==> config.mk <==
export PLATFORM = sky130hd
export DESIGN_NAME = data_mem_arbiter
export DESIGN_NICKNAME = d
export VERILOG_FILES = /design/src/rtl/data_mem_arb_pkg.sv /design/src/rtl/data_mem_arb_rr_pick.sv /design/src/rtl/data_mem_arbiter.sv
export SDC_FILE = /design/constraint.sdc
export NUM_CORES = 1
export LEC_CHECK = 0
export CAP_MARGIN = 5
export CORE_MARGIN = 4
export CORE_UTILIZATION = 39
export DETAILED_ROUTE_END_ITERATION = 8
export PLACE_DENSITY = 0.84
export SYNTH_ARGS = -nofsm -noshare
export SYNTH_HDL_FRONTEND = slang
export SYNTH_SLANG_ARGS = --single-unit
==> constraint.sdc <==
create_clock -name clk -period 2.2 [get_ports clk]
set_input_delay 0.44 -clock clk [delete_from_list [all_inputs] [get_ports clk]]
set_output_delay 0.44 -clock clk [all_outputs]
set_load 0.01 [all_outputs]
==> src/rtl/data_mem_arb_pkg.sv <==
// data_mem_arb_pkg: shared FSM encoding, requester ids and perf counter helpers for data_mem_arbiter.
package data_mem_arb_pkg;
  typedef enum logic [1:0] {
    IDLE  = 2'd0,
    ISSUE = 2'd1,
    WAIT  = 2'd2,
    RESP  = 2'd3
  } state_t;
  localparam logic REQ_CPU = 1'b0;
  localparam logic REQ_DBG = 1'b1;
  localparam int PERF_W = 16;
  function automatic logic [PERF_W-1:0] sat_inc(input logic [PERF_W-1:0] c, input logic en);
    return (en && c != '1) ? c + 1'b1 : c;
  endfunction
endpackage

==> src/rtl/data_mem_arb_rr_pick.sv <==
// data_mem_arb_rr_pick: combinational 2-way round-robin picker.
module data_mem_arb_rr_pick
  import data_mem_arb_pkg::*;
(
  input  logic [1:0] req,
  input  logic       last_grant,
  output logic       gnt_valid,
  output logic       gnt_id
);
  always_comb begin
    gnt_valid = |req;
    gnt_id    = (&req) ? ~last_grant : (req[1] ? REQ_DBG : REQ_CPU);
  end
endmodule

==> src/rtl/data_mem_arbiter.sv <==
// data_mem_arbiter: round-robin arbiter/sequencer for the single data memory port.
// Optional perf counters under DATA_MEM_ARBITER_PERF_EN.
module data_mem_arbiter
  import data_mem_arb_pkg::*;
#(
  parameter int   AW        = 32,
  parameter int   DW        = 32,
  parameter logic INIT_LAST = 1'b1
) (
  input  logic          clk,
  input  logic          rst_n,
  input  logic          m0_req,
  input  logic          m0_we,
  input  logic [AW-1:0] m0_addr,
  input  logic [DW-1:0] m0_wdata,
  input  logic [3:0]    m0_sign_mask,
  output logic          m0_ack,
  output logic [DW-1:0] m0_rdata,
  input  logic          m1_req,
  input  logic          m1_we,
  input  logic [AW-1:0] m1_addr,
  input  logic [DW-1:0] m1_wdata,
  input  logic [3:0]    m1_sign_mask,
  output logic          m1_ack,
  output logic [DW-1:0] m1_rdata,
  output logic [AW-1:0] mem_addr,
  output logic [DW-1:0] mem_wdata,
  output logic          mem_read,
  output logic          mem_write,
  output logic [3:0]    mem_sign_mask,
  input  logic [DW-1:0] mem_rdata,
`ifdef DATA_MEM_ARBITER_PERF_EN
  input  logic              perf_clr,
  output logic [PERF_W-1:0] perf_m0_cnt,
  output logic [PERF_W-1:0] perf_m1_cnt,
  output logic [PERF_W-1:0] perf_conflict_cnt,
`endif
  output logic          busy
);
  state_t        state;
  logic          last_grant, gid, gwe, gnt_valid, gnt_id, sel_we;
  logic [DW-1:0] rd;
  data_mem_arb_rr_pick u_pick (
    .req        ({m1_req, m0_req}),
    .last_grant (last_grant),
    .gnt_valid  (gnt_valid),
    .gnt_id     (gnt_id)
  );
  always_comb begin
    sel_we = (gnt_id == REQ_DBG) ? m1_we : m0_we;
    rd     = gwe ? '0 : mem_rdata;
  end
  always_ff @(posedge clk or negedge rst_n) begin
    if (!rst_n) begin
      state         <= IDLE;
      last_grant    <= INIT_LAST;
      gid           <= REQ_CPU;
      gwe           <= 1'b0;
      mem_addr      <= '0;
      mem_wdata     <= '0;
      mem_read      <= 1'b0;
      mem_write     <= 1'b0;
      mem_sign_mask <= '0;
      m0_ack        <= 1'b0;
      m1_ack        <= 1'b0;
      m0_rdata      <= '0;
      m1_rdata      <= '0;
      busy          <= 1'b0;
    end else begin
      m0_ack   <= 1'b0;
      m1_ack   <= 1'b0;
      m0_rdata <= '0;
      m1_rdata <= '0;
      case (state)
        IDLE: if (gnt_valid) begin
          state         <= ISSUE;
          busy          <= 1'b1;
          gid           <= gnt_id;
          gwe           <= sel_we;
          last_grant    <= gnt_id;
          mem_addr      <= (gnt_id == REQ_DBG) ? m1_addr : m0_addr;
          mem_wdata     <= (gnt_id == REQ_DBG) ? m1_wdata : m0_wdata;
          mem_sign_mask <= (gnt_id == REQ_DBG) ? m1_sign_mask : m0_sign_mask;
          mem_read      <= ~sel_we;
          mem_write     <= sel_we;
        end
        ISSUE: begin
          state     <= WAIT;
          mem_read  <= 1'b0;
          mem_write <= 1'b0;
        end
        WAIT: state <= RESP;
        RESP: begin
          // memory data is valid now; ack lands in the following IDLE cycle
          state    <= IDLE;
          busy     <= 1'b0;
          m0_ack   <= (gid == REQ_CPU);
          m1_ack   <= (gid == REQ_DBG);
          m0_rdata <= (gid == REQ_CPU) ? rd : '0;
          m1_rdata <= (gid == REQ_DBG) ? rd : '0;
        end
      endcase
    end
  end
`ifdef DATA_MEM_ARBITER_PERF_EN
  logic issue_en;
  always_comb issue_en = (state == IDLE) && gnt_valid;
  always_ff @(posedge clk or negedge rst_n) begin
    if (!rst_n) begin
      perf_m0_cnt       <= '0;
      perf_m1_cnt       <= '0;
      perf_conflict_cnt <= '0;
    end else if (perf_clr) begin
      perf_m0_cnt       <= '0;
      perf_m1_cnt       <= '0;
      perf_conflict_cnt <= '0;
    end else begin
      perf_m0_cnt       <= sat_inc(perf_m0_cnt, issue_en && gnt_id == REQ_CPU);
      perf_m1_cnt       <= sat_inc(perf_m1_cnt, issue_en && gnt_id == REQ_DBG);
      perf_conflict_cnt <= sat_inc(perf_conflict_cnt, state == IDLE && m0_req && m1_req);
    end
  end
`endif
endmodule

==> metrics <==
syn nets=just under 700; Worst Skew=about 0.015 ns; WP data arrival=~1.4 ns; TritonCTS Buffers=17; fraction of final layout cells with drive strength greater than 1=under 10%; status=finished, final reports clean; Slowest-stage cell, CP=clkdlybuf4s50_1; # hold bufs at CTS=1; sequential area share after synthesis=a little over three fifths; primary flip-flop cell chosen by synthesis mapping=dfrtp_1; pin count of the biggest net entering global routing=53; area grow syn2layout=70.9%; clk sink count=142; f_max=roughly 560 MHz; critical path type=reg2out; Die Footprint=between 15000 and 20000 um^2; DRC violations left=0; CP Launch Point=busy; fin area=approximately 9700 um^2; Leakage=around 4.3 nW; M1 wire length=between 6000 and 7000 um; min-delay src=mem_sign_mask[2]; Post-CTS Resized=0; CTS max path bufs=2; Die Y=128 um; IO Pins=311; vias in the first global route=roughly 5300; Post-synth ARST share=100%; met2 WL=between 8000 and 9000 um; Tot GR Track Use=between 20% and 30%; synth warn=0; CP delay by family, top=buffers and inverters; layout net count=about 1000; RSZ-0062 raised after global routing=no; Fin. Hold Viols=0; Clk Latency, worst-skew pair=0.41 ns; synthesized area per cell=between 10 and 15 um^2; crit-path cells=clkdlybuf4s50_1; Worst-Margin Slew=a little over 0.8 ns; Req. time, crit path=between 1.5 and 2 ns; met3 WL=roughly 1400 um; CP max FO=3; WL final=around 17000 um; Initial DRT Pass Iterations=4; clock tree root driver cell=clkbuf_16; share of the synthesized area in the top cell type=between 60 and 70%; Worst path max stage delay=just under 0.6 ns; synth cell count leaders=dfrtp_1, nand2_1, o21ai_1; fill count=between 1000 and 1500; flops & latches, synth=between 100 and 150; Buf/Inv on CP=1; area leader, netlist=dfrtp_1; Routed wire per std cell=between 15 and 20 um; Initial Utilization=40.3%; starting DRC count in detailed routing=244; Setup violations, final=0; Placed Area=slightly above 9000 um^2; Crit. End Element=output pin; peak supply drop=around 0.00056 V; count leader, synth=dfrtp_1; die width=roughly 130 um; CTS tree=built; # port buffers=310; first-pass GRT wire length=about 26000 um; post-route minimum period=around 1.8 ns; top sig layer=met4; Multi-input gate area=1950 um^2; Worst Hold Class=reg2reg; DP Wirelength=12900 um; synthesized area=roughly 5700 um^2; Cell variety after synth=25; core area=roughly 14000 um^2; FF+latch area=~3600 um^2; Maximum Capacitance Violations=0; drt via density=~4.8; Post-Syn Instances=between 500 and 600; crit share post-route=a little over 80%; TNS Setup=0 ns; largest cells by area after synthesis=dfrtp_1, mux2i_1, o21ai_1, nand2_1, nor2_1; origin of the critical flop-to-flop path=state[1]; P per Cell Area=roughly 1200 nW/um^2; GPL Wtd Cong=between 0.8 and 0.9; Vias=4887; CTS H-tree depth=4; antenna fix cells=0; Worst slew margin=45.0%; GR Overflow Total=0; number of nets still failing antenna checks after routing=0; Final Slew Violations=0; FP Rows=43; antenna violations before repair=0; post-CTS setup buffers=0; Setup crit start kind=flip-flop; Clock Pin Slew Worst Setup and Hold Paths=~0.060 ns; Post-synth EDFFs=0
==> cell type report <==
class,instances,share of cell area (%)
Timing Repair Buffer,333,34.9
Inverter,4,0.155
Clock buffer,18,4.54
Tap cell,180,2.33
Multi-Input combinational cell,328,20.1
Clock inverter,14,1.15
Sequential cell,142,36.8
==> metrics by stage <==
step / power, W / worst slack [ns] / utilization (%) / hold WS, ns / std cells
2_1_floorplan: 0.00604 / 0.534 / - / 0.144 / 507
4_1_cts: 0.0114 / 0.357 / 68.9 / 0.488 / 1019
6_report: 0.0113 / 0.403 / 68.9 / 0.483 / 1019
3_5_place_dp: 0.00874 / 0.125 / 64.9 / 0.354 / 986
5_1_grt: 0.0120 / 0.332 / 68.9 / 0.504 / 1019
3_3_place_gp: 0.00856 / 0.210 / 64.9 / 0.352 / 986
==> placed cells by master (no fill, tap or decap), types with 3 or more instances in the layout <==
cell and instances:
a21oi_1 3, buf_12 8, buf_4 14, clkbuf_16 17, clkdlybuf4s50_1 309, clkinv_2 3, clkinv_4 6, dfrtp_1 141
ha_1 5, mux2i_1 69, nand2_1 71, nand2b_1 33, nor2_1 66, o21ai_1 70
==> routing by layer <==
| layer | track usage (%) | up-vias |
|---|---|---|
| li1 | - | 2305 |
| met4 | 8.49 | 0 |
| met3 | 6.89 | 35 |
| met1 | 22.3 | 2330 |
| met5 | 0 | - |
| met2 | 35.9 | 217 |
==> registers in the layout (all words and copies together), names as in the netlist <==
| signal | flops |
|---|---|
| m0_rdata | 32 |
| m1_rdata | 32 |
| mem_addr | 32 |
| mem_wdata | 32 |
| mem_sign_mask | 4 |
| state | 2 |
| busy | 1 |
| gid | 1 |
| gwe | 1 |
| last_grant | 1 |
| m0_ack | 1 |
| m1_ack | 1 |
| mem_read | 1 |
| mem_write | 1 |
==> power breakdown <==
| part | total, W | switching [W] | leakage, nW | internal [W] |
|---|---|---|---|---|
| registers | 0.00400 | 0.000510 | 1.85 | 0.00349 |
| clock network | 0.00263 | 0.00115 | 0.269 | 0.00149 |
| logic | 0.00466 | 0.00214 | 2.20 | 0.00252 |
| total | 0.0113 | 0.00380 | 4.32 | 0.00749 |
==> worst paths after layout <==
check | to | slack (ns) | cells after the start
setup / recovery | busy | 0.40 | 1
hold / removal | mem_sign_mask[2] | 0.48 | 2
setup reg to reg | state[1] | 0.49 | 5
hold reg to reg | mem_sign_mask[2] | 0.48 | 2
max in group asynchronous | last_grant | 1.07 | 3
min in group asynchronous | m0_rdata[10] | 0.49 | 2
==> cells by family (layout without fill, tap and decap cells) <==
logic type,after synthesis,after routing,synth area share (%)
compound gates,80,80,7.43
fa+ha+maj,5,5,1.11
buf+inv,37,369,3.21
flops,142,142,62.8
mux,70,70,12.4
simple gates,173,173,13.1
(Power assumes the default switching activity.)
